**config.mk**
```make
export PLATFORM = sky130hd
export DESIGN_NAME = qspi_engine_flat
export DESIGN_NICKNAME = d
export VERILOG_FILES = /design/src/rtl/qspi_pkg.sv /design/src/rtl/qspi_if.sv /design/src/rtl/qspi_nibble_shifter.sv /design/src/rtl/qspi_engine.sv /design/src/flat_wrapper.sv
export SDC_FILE = /design/constraint.sdc
export NUM_CORES = 1
export LEC_CHECK = 0
export CAP_MARGIN = 20
export CORE_ASPECT_RATIO = 0.5
export CORE_MARGIN = 2
export CORE_UTILIZATION = 35
export DETAILED_ROUTE_END_ITERATION = 10
export HOLD_SLACK_MARGIN = 0.05
export PLACE_DENSITY = 0.63
export SETUP_SLACK_MARGIN = 0.1
export SLEW_MARGIN = 40
export SYNTH_ARGS = -nofsm -noshare
export SYNTH_HDL_FRONTEND = slang
export SYNTH_SLANG_ARGS = --single-unit
```
**constraint.sdc**
```tcl
create_clock -name clock -period 2.6 [get_ports clock]
set_input_delay 0.65 -clock clock [delete_from_list [all_inputs] [get_ports clock]]
set_output_delay 0.65 -clock clock [all_outputs]
set_load 0.01 [all_outputs]
```
**src/rtl/qspi_pkg.sv**
```systemverilog
// rtl/qspi_pkg.sv - shared types and constants for the QSPI transaction engine
//
// Purpose: target and state enumerations, QSPI command opcodes, and the
//          decode of requests that produce no bus activity.
// Ports:   none (package).
package qspi_pkg;

  typedef enum logic [1:0] {
    FLASH = 2'd0,
    RAM_A = 2'd1,
    RAM_B = 2'd2,
    NONE  = 2'd3
  } qspi_target_e;

  localparam logic [7:0] CMD_READ  = 8'hEB;
  localparam logic [7:0] CMD_WRITE = 8'h38;

  typedef enum logic [2:0] {
    ST_IDLE,
    ST_CMD,
    ST_ADDR,
    ST_DUMMY,
    ST_DATA,
    ST_DONE,
    ST_HOLD,
    ST_GAP
  } qspi_state_e;

  // Flash is read-only and NONE has no device: both complete without a frame.
  function automatic logic is_skip(input logic write, input qspi_target_e target);
    return (target == NONE) || ((target == FLASH) && write);
  endfunction

endpackage

```
**src/rtl/qspi_if.sv**
```systemverilog
// rtl/qspi_if.sv - request/response handshake between mem and the QSPI engine
//
// Purpose: one byte request (valid/ready) and a one-cycle response pulse.
// Signals: req_valid, req_ready, req_write, req_target, req_addr[23:0],
//          req_wdata[7:0], rsp_valid, rsp_rdata[7:0].
// Modports: master (requester), slave (engine).
interface qspi_if;
  import qspi_pkg::*;

  logic         req_valid;
  logic         req_ready;
  logic         req_write;
  qspi_target_e req_target;
  logic [23:0]  req_addr;
  logic [7:0]   req_wdata;
  logic         rsp_valid;
  logic [7:0]   rsp_rdata;

  modport master (
    output req_valid, req_write, req_target, req_addr, req_wdata,
    input  req_ready, rsp_valid, rsp_rdata
  );

  modport slave (
    input  req_valid, req_write, req_target, req_addr, req_wdata,
    output req_ready, rsp_valid, rsp_rdata
  );

endinterface

```
**src/rtl/qspi_nibble_shifter.sv**
```systemverilog
// rtl/qspi_nibble_shifter.sv - 32-bit nibble shift register with phase counter
//
// Purpose: holds outgoing nibbles (MSB first) and collects incoming ones at the
//          LSB end; a down-counter marks the last nibble of the current phase.
// Ports:   clock, reset (sync, active-high); load, load_data[31:0],
//          load_count[3:0] (nibbles minus one); shift, capture_in[3:0];
//          nibble_out[3:0] (current outgoing nibble), low_nibble[3:0]
//          (most recently captured nibble), count[3:0], last.
module qspi_nibble_shifter (
  input  logic        clock,
  input  logic        reset,
  input  logic        load,
  input  logic [31:0] load_data,
  input  logic [3:0]  load_count,
  input  logic        shift,
  input  logic [3:0]  capture_in,
  output logic [3:0]  nibble_out,
  output logic [3:0]  low_nibble,
  output logic [3:0]  count,
  output logic        last
);

  logic [31:0] sreg;
  logic [3:0]  cnt;

  always_ff @(posedge clock) begin
    if (reset) begin
      sreg <= 32'h0;
      cnt  <= 4'h0;
    end else if (load) begin
      sreg <= load_data;
      cnt  <= load_count;
    end else if (shift) begin
      sreg <= {sreg[27:0], capture_in};
      cnt  <= cnt - 4'd1;
    end
  end

  assign nibble_out = sreg[31:28];
  assign low_nibble = sreg[3:0];
  assign count      = cnt;
  assign last       = (cnt == 4'd0);

endmodule

```
**src/rtl/qspi_engine.sv**
```systemverilog
// rtl/qspi_engine.sv - quad-SPI frame engine for flash / RAM A / RAM B
//
// Purpose: turns one byte request into a QSPI frame (cmd, 24-bit addr, dummy,
//          data), all quad, nibble MSB first, two system cycles per nibble.
// Ports:   clock, reset (sync, active-high); bus (qspi_if.slave);
//          spi_data_in[3:0], spi_data_out[3:0], spi_data_oe[3:0],
//          spi_clk_out, spi_flash_select, spi_ram_a_select, spi_ram_b_select
//          (selects active-low).
// Option:  QSPI_CONT_READ_EN keeps the device selected after a read so a read of
//          the next address goes straight to the data phase.
module qspi_engine
  import qspi_pkg::*;
#(
  parameter int FLASH_DUMMY = 4,
  parameter int RAM_DUMMY   = 6
) (
  input  logic       clock,
  input  logic       reset,
  qspi_if.slave      bus,
  input  logic [3:0] spi_data_in,
  output logic [3:0] spi_data_out,
  output logic [3:0] spi_data_oe,
  output logic       spi_clk_out,
  output logic       spi_flash_select,
  output logic       spi_ram_a_select,
  output logic       spi_ram_b_select
);

`ifdef QSPI_CONT_READ_EN
  localparam bit CONT_EN = 1'b1;
`else
  localparam bit CONT_EN = 1'b0;
`endif

  qspi_state_e  state, state_next;
  logic         half;  // 0: cycle A (clk low, data changes), 1: cycle B (clk high)
  logic         lat_write, lat_skip;
  qspi_target_e lat_target;
  logic [23:0]  lat_addr;
  logic [7:0]   lat_wdata;
  logic [7:0]   rdata_q;

  logic         accept, req_skip, cont_hit, hold_pending;
  logic         active, sel_low, oe_bit;
  logic         sh_load, sh_shift, sh_last;
  logic [31:0]  sh_load_data;
  logic [3:0]   sh_load_count, sh_count, sh_nibble, sh_low, dummy_last;

  qspi_nibble_shifter u_shifter (
    .clock      (clock),
    .reset      (reset),
    .load       (sh_load),
    .load_data  (sh_load_data),
    .load_count (sh_load_count),
    .shift      (sh_shift),
    .capture_in (spi_data_in),
    .nibble_out (sh_nibble),
    .low_nibble (sh_low),
    .count      (sh_count),
    .last       (sh_last)
  );

  assign bus.req_ready = (state == ST_IDLE) || (state == ST_HOLD);
  assign accept        = bus.req_valid && bus.req_ready;
  assign req_skip      = is_skip(bus.req_write, bus.req_target);

  // Sequential read continuation: same device, next byte, no 24-bit wrap.
  assign cont_hit = CONT_EN && (state == ST_HOLD) && !bus.req_write &&
                    (bus.req_target == lat_target) && (lat_addr != 24'hFFFFFF) &&
                    (bus.req_addr == lat_addr + 24'd1);
  assign hold_pending = CONT_EN && !lat_write && !lat_skip;
  assign dummy_last   = (lat_target == FLASH) ? 4'(FLASH_DUMMY - 1) : 4'(RAM_DUMMY - 1);

  always_comb begin
    state_next    = state;
    sh_load       = 1'b0;
    sh_shift      = 1'b0;
    sh_load_data  = 32'h0;
    sh_load_count = 4'h0;
    case (state)
      ST_IDLE, ST_HOLD: begin
        if (accept) begin
          if (cont_hit) begin
            sh_load       = 1'b1;
            sh_load_count = 4'd1;
            state_next    = ST_DATA;
          end else if (req_skip) begin
            state_next = ST_DONE;
          end else begin
            // cmd and addr are exactly 8 nibbles: one load covers both phases
            sh_load       = 1'b1;
            sh_load_data  = {(bus.req_write ? CMD_WRITE : CMD_READ), bus.req_addr};
            sh_load_count = 4'd7;
            // leaving HOLD for a new frame needs one deselected cycle first
            state_next    = (state == ST_HOLD) ? ST_GAP : ST_CMD;
          end
        end
      end
      ST_GAP: state_next = ST_CMD;
      ST_CMD: begin
        if (half) begin
          sh_shift = 1'b1;
          if (sh_count == 4'd6) state_next = ST_ADDR;
        end
      end
      ST_ADDR: begin
        if (half) begin
          if (sh_last) begin
            sh_load = 1'b1;
            if (lat_write) begin
              sh_load_data  = {lat_wdata, 24'h0};
              sh_load_count = 4'd1;
              state_next    = ST_DATA;
            end else begin
              sh_load_count = dummy_last;
              state_next    = ST_DUMMY;
            end
          end else begin
            sh_shift = 1'b1;
          end
        end
      end
      ST_DUMMY: begin
        if (half) begin
          if (sh_last) begin
            sh_load       = 1'b1;
            sh_load_count = 4'd1;
            state_next    = ST_DATA;
          end else begin
            sh_shift = 1'b1;
          end
        end
      end
      ST_DATA: begin
        if (half) begin
          sh_shift = 1'b1;
          if (sh_last) state_next = ST_DONE;
        end
      end
      ST_DONE: state_next = hold_pending ? ST_HOLD : ST_IDLE;
      default: state_next = ST_IDLE;
    endcase
  end

  always_ff @(posedge clock) begin
    if (reset) begin
      state      <= ST_IDLE;
      half       <= 1'b0;
      lat_write  <= 1'b0;
      lat_skip   <= 1'b0;
      lat_target <= NONE;
      lat_addr   <= 24'h0;
      lat_wdata  <= 8'h0;
      rdata_q    <= 8'h0;
    end else begin
      state <= state_next;
      half  <= active && !half;
      if (accept) begin
        lat_write  <= bus.req_write;
        lat_skip   <= req_skip;
        lat_target <= bus.req_target;
        lat_addr   <= bus.req_addr;
        lat_wdata  <= bus.req_wdata;
      end
      // low nibble arrives on the same edge that enters DONE
      if ((state == ST_DATA) && half && sh_last && !lat_write)
        rdata_q <= {sh_low, spi_data_in};
    end
  end

  assign active  = (state == ST_CMD) || (state == ST_ADDR) ||
                   (state == ST_DUMMY) || (state == ST_DATA);
  assign sel_low = active || (state == ST_HOLD) || ((state == ST_DONE) && hold_pending);
  assign oe_bit  = (state == ST_CMD) || (state == ST_ADDR) || ((state == ST_DATA) && lat_write);

  assign spi_clk_out      = active && half;
  assign spi_data_oe      = {4{oe_bit}};
  assign spi_data_out     = oe_bit ? sh_nibble : 4'h0;
  assign spi_flash_select = !(sel_low && (lat_target == FLASH));
  assign spi_ram_a_select = !(sel_low && (lat_target == RAM_A));
  assign spi_ram_b_select = !(sel_low && (lat_target == RAM_B));

  assign bus.rsp_valid = (state == ST_DONE);
  assign bus.rsp_rdata = rdata_q;

endmodule

```
**src/flat_wrapper.sv**
```systemverilog
// flat-port wrapper written by rule: the top's interface ports become plain ports
module qspi_engine_flat import qspi_pkg::*;
#(
  parameter int FLASH_DUMMY = 4,
  parameter int RAM_DUMMY   = 6
)
  (clock, reset, spi_data_in, spi_data_out, spi_data_oe, spi_clk_out, spi_flash_select, spi_ram_a_select, spi_ram_b_select, bus_req_valid, bus_req_write, bus_req_target, bus_req_addr, bus_req_wdata, bus_req_ready, bus_rsp_valid, bus_rsp_rdata);
  qspi_if bus_i ();
  input  logic clock;
  input  logic reset;
  input  logic [3:0] spi_data_in;
  output logic [3:0] spi_data_out;
  output logic [3:0] spi_data_oe;
  output logic spi_clk_out;
  output logic spi_flash_select;
  output logic spi_ram_a_select;
  output logic spi_ram_b_select;
  input wire logic [$bits(bus_i.req_valid)-1:0] bus_req_valid;
  input wire logic [$bits(bus_i.req_write)-1:0] bus_req_write;
  input wire logic [$bits(bus_i.req_target)-1:0] bus_req_target;
  input wire logic [$bits(bus_i.req_addr)-1:0] bus_req_addr;
  input wire logic [$bits(bus_i.req_wdata)-1:0] bus_req_wdata;
  output wire logic [$bits(bus_i.req_ready)-1:0] bus_req_ready;
  output wire logic [$bits(bus_i.rsp_valid)-1:0] bus_rsp_valid;
  output wire logic [$bits(bus_i.rsp_rdata)-1:0] bus_rsp_rdata;
  assign bus_i.req_valid = bus_req_valid;
  assign bus_i.req_write = bus_req_write;
  assign bus_i.req_target = bus_req_target;
  assign bus_i.req_addr = bus_req_addr;
  assign bus_i.req_wdata = bus_req_wdata;
  assign bus_req_ready = bus_i.req_ready;
  assign bus_rsp_valid = bus_i.rsp_valid;
  assign bus_rsp_rdata = bus_i.rsp_rdata;
  qspi_engine #(.FLASH_DUMMY(FLASH_DUMMY), .RAM_DUMMY(RAM_DUMMY)) u_core (.clock(clock), .reset(reset), .bus(bus_i), .spi_data_in(spi_data_in), .spi_data_out(spi_data_out), .spi_data_oe(spi_data_oe), .spi_clk_out(spi_clk_out), .spi_flash_select(spi_flash_select), .spi_ram_a_select(spi_ram_a_select), .spi_ram_b_select(spi_ram_b_select));
endmodule
```
==> results of run 1 <==
logic make-up (layout without fill, tap and decap cells):
logic type | after synthesis | after routing | synth area share (%)
and+or+nand+nor | 144 | 144 | 25.6
AOI/OAI and AO/OA | 73 | 73 | 20.0
DFF | 59 | 59 | 43.3
buffers and inverters | 35 | 105 | 6.15
muxes | 9 | 9 | 3.31
adders and majority gates | 2 | 2 | 0.918
xor gates and xnor gates | 2 | 2 | 0.643
power by group through the flow:
stage | clock [mW] | sequential (mW) | combinational [mW]
floorplan | 0 | 1.35 | 1.24
global placement | 0 | 1.41 | 1.71
detailed placement | 0 | 1.42 | 1.75
CTS | 1.18 | 1.41 | 1.75
global route | 1.23 | 1.47 | 2.01
finish | 1.16 | 1.43 | 1.81
sequential cells by signal (all words and copies together) (netlist names):
name / count
u_core.state: 3
u_core.u_shifter.count: 4
u_core.lat_write: 1
u_core.bus.rsp_rdata: 8
u_core.lat_wdata: 8
u_core.lat_target: 2
u_core.half: 1
u_core.u_shifter.sreg: 32
cell usage in the layout, fill, tap and decap left out, types with 2 or more instances in the layout:
cell type | Yosys | final
sky130_fd_sc_hd__a21oi_1 | 15 | 14
sky130_fd_sc_hd__mux2i_1 | 9 | 9
sky130_fd_sc_hd__nor3_1 | 36 | 36
sky130_fd_sc_hd__ha_1 | 2 | 2
sky130_fd_sc_hd__clkinv_2 | 0 | 3
sky130_fd_sc_hd__a21oi_2 | 2 | 2
sky130_fd_sc_hd__buf_12 | 0 | 4
sky130_fd_sc_hd__clkbuf_16 | 0 | 9
sky130_fd_sc_hd__dlygate4sd2_1 | 0 | 8
sky130_fd_sc_hd__dfxtp_1 | 59 | 56
sky130_fd_sc_hd__inv_1 | 7 | 6
sky130_fd_sc_hd__a22oi_1 | 2 | 2
sky130_fd_sc_hd__nand3b_1 | 6 | 6
sky130_fd_sc_hd__dfxtp_4 | 0 | 3
sky130_fd_sc_hd__nor2b_2 | 0 | 3
sky130_fd_sc_hd__buf_4 | 7 | 15
sky130_fd_sc_hd__a221oi_1 | 33 | 33
sky130_fd_sc_hd__and2_1 | 5 | 5
sky130_fd_sc_hd__nand2_1 | 29 | 29
sky130_fd_sc_hd__o31ai_1 | 2 | 2
sky130_fd_sc_hd__nor2_1 | 50 | 49
sky130_fd_sc_hd__o21ai_0 | 6 | 6
sky130_fd_sc_hd__xnor2_1 | 2 | 2
sky130_fd_sc_hd__a211oi_1 | 4 | 4
sky130_fd_sc_hd__clkdlybuf4s50_1 | 0 | 53
sky130_fd_sc_hd__nand2b_1 | 2 | 2
area by class of cell:
class | instances | area, um2
inverter | 7 | 26.3
timing repair buffer | 82 | 808
clock inverter | 5 | 52.6
fill | 698 | 3590
sequential | 59 | 1190
tap | 96 | 120
multi-input combinational | 230 | 1400
clock buffer | 11 | 243
metrics by stage:
stage                     TNS, ns  hold slack (ns)  instance area (um2)  power, mW  utilization (%)
after global routing            0            0.479                 3850       4.71             51.8
after CTS                       0            0.457                 3800       4.34             51.2
final                           0            0.459                 3850       4.40             51.8
after floorplan                 0            0.436                 2730       2.59                -
after global placement    -0.0790            0.444                 3490       3.13             47.0
after detailed placement   -0.823            0.449                 3500       3.18             47.1
per-layer routing:
| layer | share of wire [%] | track usage, % | up-vias |
|---|---|---|---|
| met3 | 5.9 | 6.23 | 8 |
| met1 | 46 | 23.3 | 1259 |
| met2 | 47 | 29.2 | 73 |
| li1 | - | - | 1317 |
| met5 | 0 | 0 | - |
| met4 | 1.0 | 3.94 | 0 |
worst register-to-register path, stage by stage, from the launching register on:
cell and delay [ns]:
sky130_fd_sc_hd__dfxtp_1 0.32, sky130_fd_sc_hd__inv_1 0.09, sky130_fd_sc_hd__ha_1 0.21, sky130_fd_sc_hd__nand4bb_1 0.29
sky130_fd_sc_hd__or4b_2 0.92, sky130_fd_sc_hd__mux2i_1 0.23, sky130_fd_sc_hd__nor2_1 0.06
worst paths after layout:
check	startpoint	endpoint	slack (ns)	depth (start not counted)
setup reg to reg	u_core.u_shifter.count[1]	u_core.bus.rsp_rdata[2]	0.37	6
hold / removal	u_core.lat_wdata[2]	u_core.lat_wdata[2]	0.46	2
hold reg to reg	u_core.lat_wdata[2]	u_core.lat_wdata[2]	0.46	2
setup / recovery	u_core.state[1]	spi_data_out[2]	0.13	7
what timing repair did:
item | 4_1_cts | 5_1_grt
hold buffers | 0 | 0
buffers inserted | 1 | 1
endpoints found under the setup margin | 14 | 6
cloned | 0 | 0
resized for setup | 15 | 8
==> impl_metrics.sql, run 1 <==
INSERT INTO impl_metrics (metric_group, metric, value, unit) VALUES
('critical_path', 'critPathArrivalTime', '1.82', 'ns'),
('critical_path', 'crit_path_max_incr_delay', '0.42', 'ns'),
('critical_path', 'cpMaxStageDelayCell', 'sky130_fd_sc_hd__dfxtp_4', ''),
('timing', 'setup_repair_after_global_routing_missed_its_margin', 'yes', ''),
('critical_path', 'crit_path_end_kind', 'primary output', ''),
('pwr', 'internal-power', '2.80', 'mW'),
('timing', 'postLayoutSetupSlackWorst', '0.130', 'ns'),
('clock_tree', 'ctsHtreeMaxLevel', '3', ''),
('timing', 'clock-skew-final', '0.00571', 'ns'),
('floorplanning', 'rows', '22', ''),
('floorplanning', 'die_width', '129', 'um'),
('yosys', 'synth_warnings', '0', ''),
('yosys', 'post-synth-top-count-cell', 'sky130_fd_sc_hd__dfxtp_1', ''),
('floorplanning', 'design.portCount', '64', ''),
('outcome', 'outcome', 'completed', ''),
('yosys', 'yosysUniqueCellTypes', '43', ''),
('timing', 'slew_viol_final', '0', ''),
('place', 'number_of_cells_after_detailed_placement', '472', ''),
('yosys', 'synth-seq-area-share', '43.3', '%'),
('critical_path', 'startpoint_type', 'flip-flop', ''),
('run', 'maxCapViolations', '0', ''),
('timing', 'worst_slew_pin_slew', '0.623', 'ns'),
('pwr', 'netSwitchingPower', '1.60', 'mW'),
('yosys', 'mappedNetlistNets', '368', ''),
('min_path', 'hp-class', 'flip-flop to flip-flop', ''),
('cells_and_area', 'fin_nets', '433', ''),
('detailed_routing', 'drc', '0', ''),
('pwr', 'p_seq_share', '32.4', '%'),
('critical_path', 'criticalPathCategory', 'flip-flop to primary output', ''),
('global_routing', 'grt_first_pass_wirelength', '12.0', 'mm'),
('cells_and_area', 'layout-drive-gt1-share', '12.9', '%'),
('timing', 'hold_viol_final', '0', ''),
('critical_path', 'cp_top_family', 'buffers and inverters', ''),
('timing', 'post-route-period-util', '95.0', '%'),
('yosys', 'ys_top_cells_by_area', 'sky130_fd_sc_hd__dfxtp_1 (43%), sky130_fd_sc_hd__a221oi_1 (11%), sky130_fd_sc_hd__nor2_1 (6.9%), sky130_fd_sc_hd__nor3_1 (6.6%), sky130_fd_sc_hd__nand2_1 (4.0%)', ''),
('cells_and_area', 'antennaDiodeCount', '0', ''),
('floorplanning', 'placeableCoreArea', '0.00743', 'mm2'),
('timing', 'maxSlewHeadroom', '58.4', '%'),
('detailed_routing', 'antenna_violating_nets_post_route', '0', ''),
('yosys', 'synth_enable_flop_cells', '0', ''),
('timing', 'final_period_minus_worst_setup_slack', '2.47', 'ns'),
('cells_and_area', 'stdcell_count', '490', ''),
('cells_and_area', 'area_delta_synth_final', '41.1', '%'),
('critical_path', 'worstPathBufferInverterCount', '3', ''),
('global_routing', 'grt_start_max_net_pins', '39', ''),
('yosys', 'ys.flop_type', 'sky130_fd_sc_hd__dfxtp_1', ''),
('critical_path', 'critical_path_required', '1.95', 'ns'),
('clock_tree', 'cts.sink_count', '59', ''),
('pwr', 'leakagePower', '1.51', 'nW'),
('timing', 'highest_attainable_clock_frequency', '405', 'MHz'),
('global_routing', 'antenna_found_initial', '0', ''),
('clock_tree', 'clockBufferDepth', '2', ''),
('critical_path', 'worstPathCellList', 'nor2b_2 > nor2_1 > o21ai_0 > buf_4 > buf_4 > and2_1 > dlygate4sd2_1', ''),
('critical_path', 'timing.critical_path.mode_cell', 'sky130_fd_sc_hd__buf_4', ''),
('detailed_routing', 'avgRoutedWirePerCell', '15.1', 'um'),
('place', 'estimated_wirelength_of_the_detail_placed_design', '5.07', 'mm'),
('yosys', 'ys_ff_latch', '59', ''),
('place', 'io_buffers', '63', ''),
('yosys', 'synth_common_cells', 'sky130_fd_sc_hd__dfxtp_1 (59), sky130_fd_sc_hd__nor2_1 (50), sky130_fd_sc_hd__nor3_1 (36)', ''),
('yosys', 'synth_area_leader_cell', 'sky130_fd_sc_hd__dfxtp_1', ''),
('global_routing', 'globalRouteTotalUtil', '18.0', '%'),
('yosys', 'syn-instance-count', '324', ''),
('pwr', 'net_switching_fraction_of_the_power', '36.4', '%'),
('floorplanning', 'dieArea', '0.00855', 'mm2'),
('detailed_routing', 'detailroute.via_count', '2657', ''),
('clock_tree', 'clock-root-buffer', 'sky130_fd_sc_hd__clkbuf_16', ''),
('global_routing', 'grt_overflow', '0', ''),
('global_routing', 'first_global_vias', '2493', ''),
('clock_tree', 'cts_inserted_buffers', '9', ''),
('detailed_routing', 'drtIter0Drc', '200', ''),
('place', 'gp_congestion', '0.866', '');
No activity file was read; power rests on OpenSTA's default activity.
==> run 2: changes to the inputs <==
--- a/config.mk
+++ b/config.mk
@@ -9,8 +9,9 @@
 export CORE_ASPECT_RATIO = 0.5
 export CORE_MARGIN = 2
 export CORE_UTILIZATION = 35
+export CTS_CLUSTER_SIZE = 24
 export DETAILED_ROUTE_END_ITERATION = 10
-export HOLD_SLACK_MARGIN = 0.05
+export HOLD_SLACK_MARGIN = 0.03
 export PLACE_DENSITY = 0.63
 export SETUP_SLACK_MARGIN = 0.1
 export SLEW_MARGIN = 40
==> results of run 2 <==
No change in the layout: final DEF, timing and power equal those of run 1.
==> run 3: changes to the inputs <==
--- a/config.mk
+++ b/config.mk
@@ -11,6 +11,7 @@
 export CORE_UTILIZATION = 35
 export CTS_CLUSTER_SIZE = 24
 export DETAILED_ROUTE_END_ITERATION = 10
+export GPL_ROUTABILITY_DRIVEN = 0
 export HOLD_SLACK_MARGIN = 0.03
 export PLACE_DENSITY = 0.63
 export SETUP_SLACK_MARGIN = 0.1
==> results of run 3 <==
No change in the layout: final DEF, timing and power equal those of run 1.
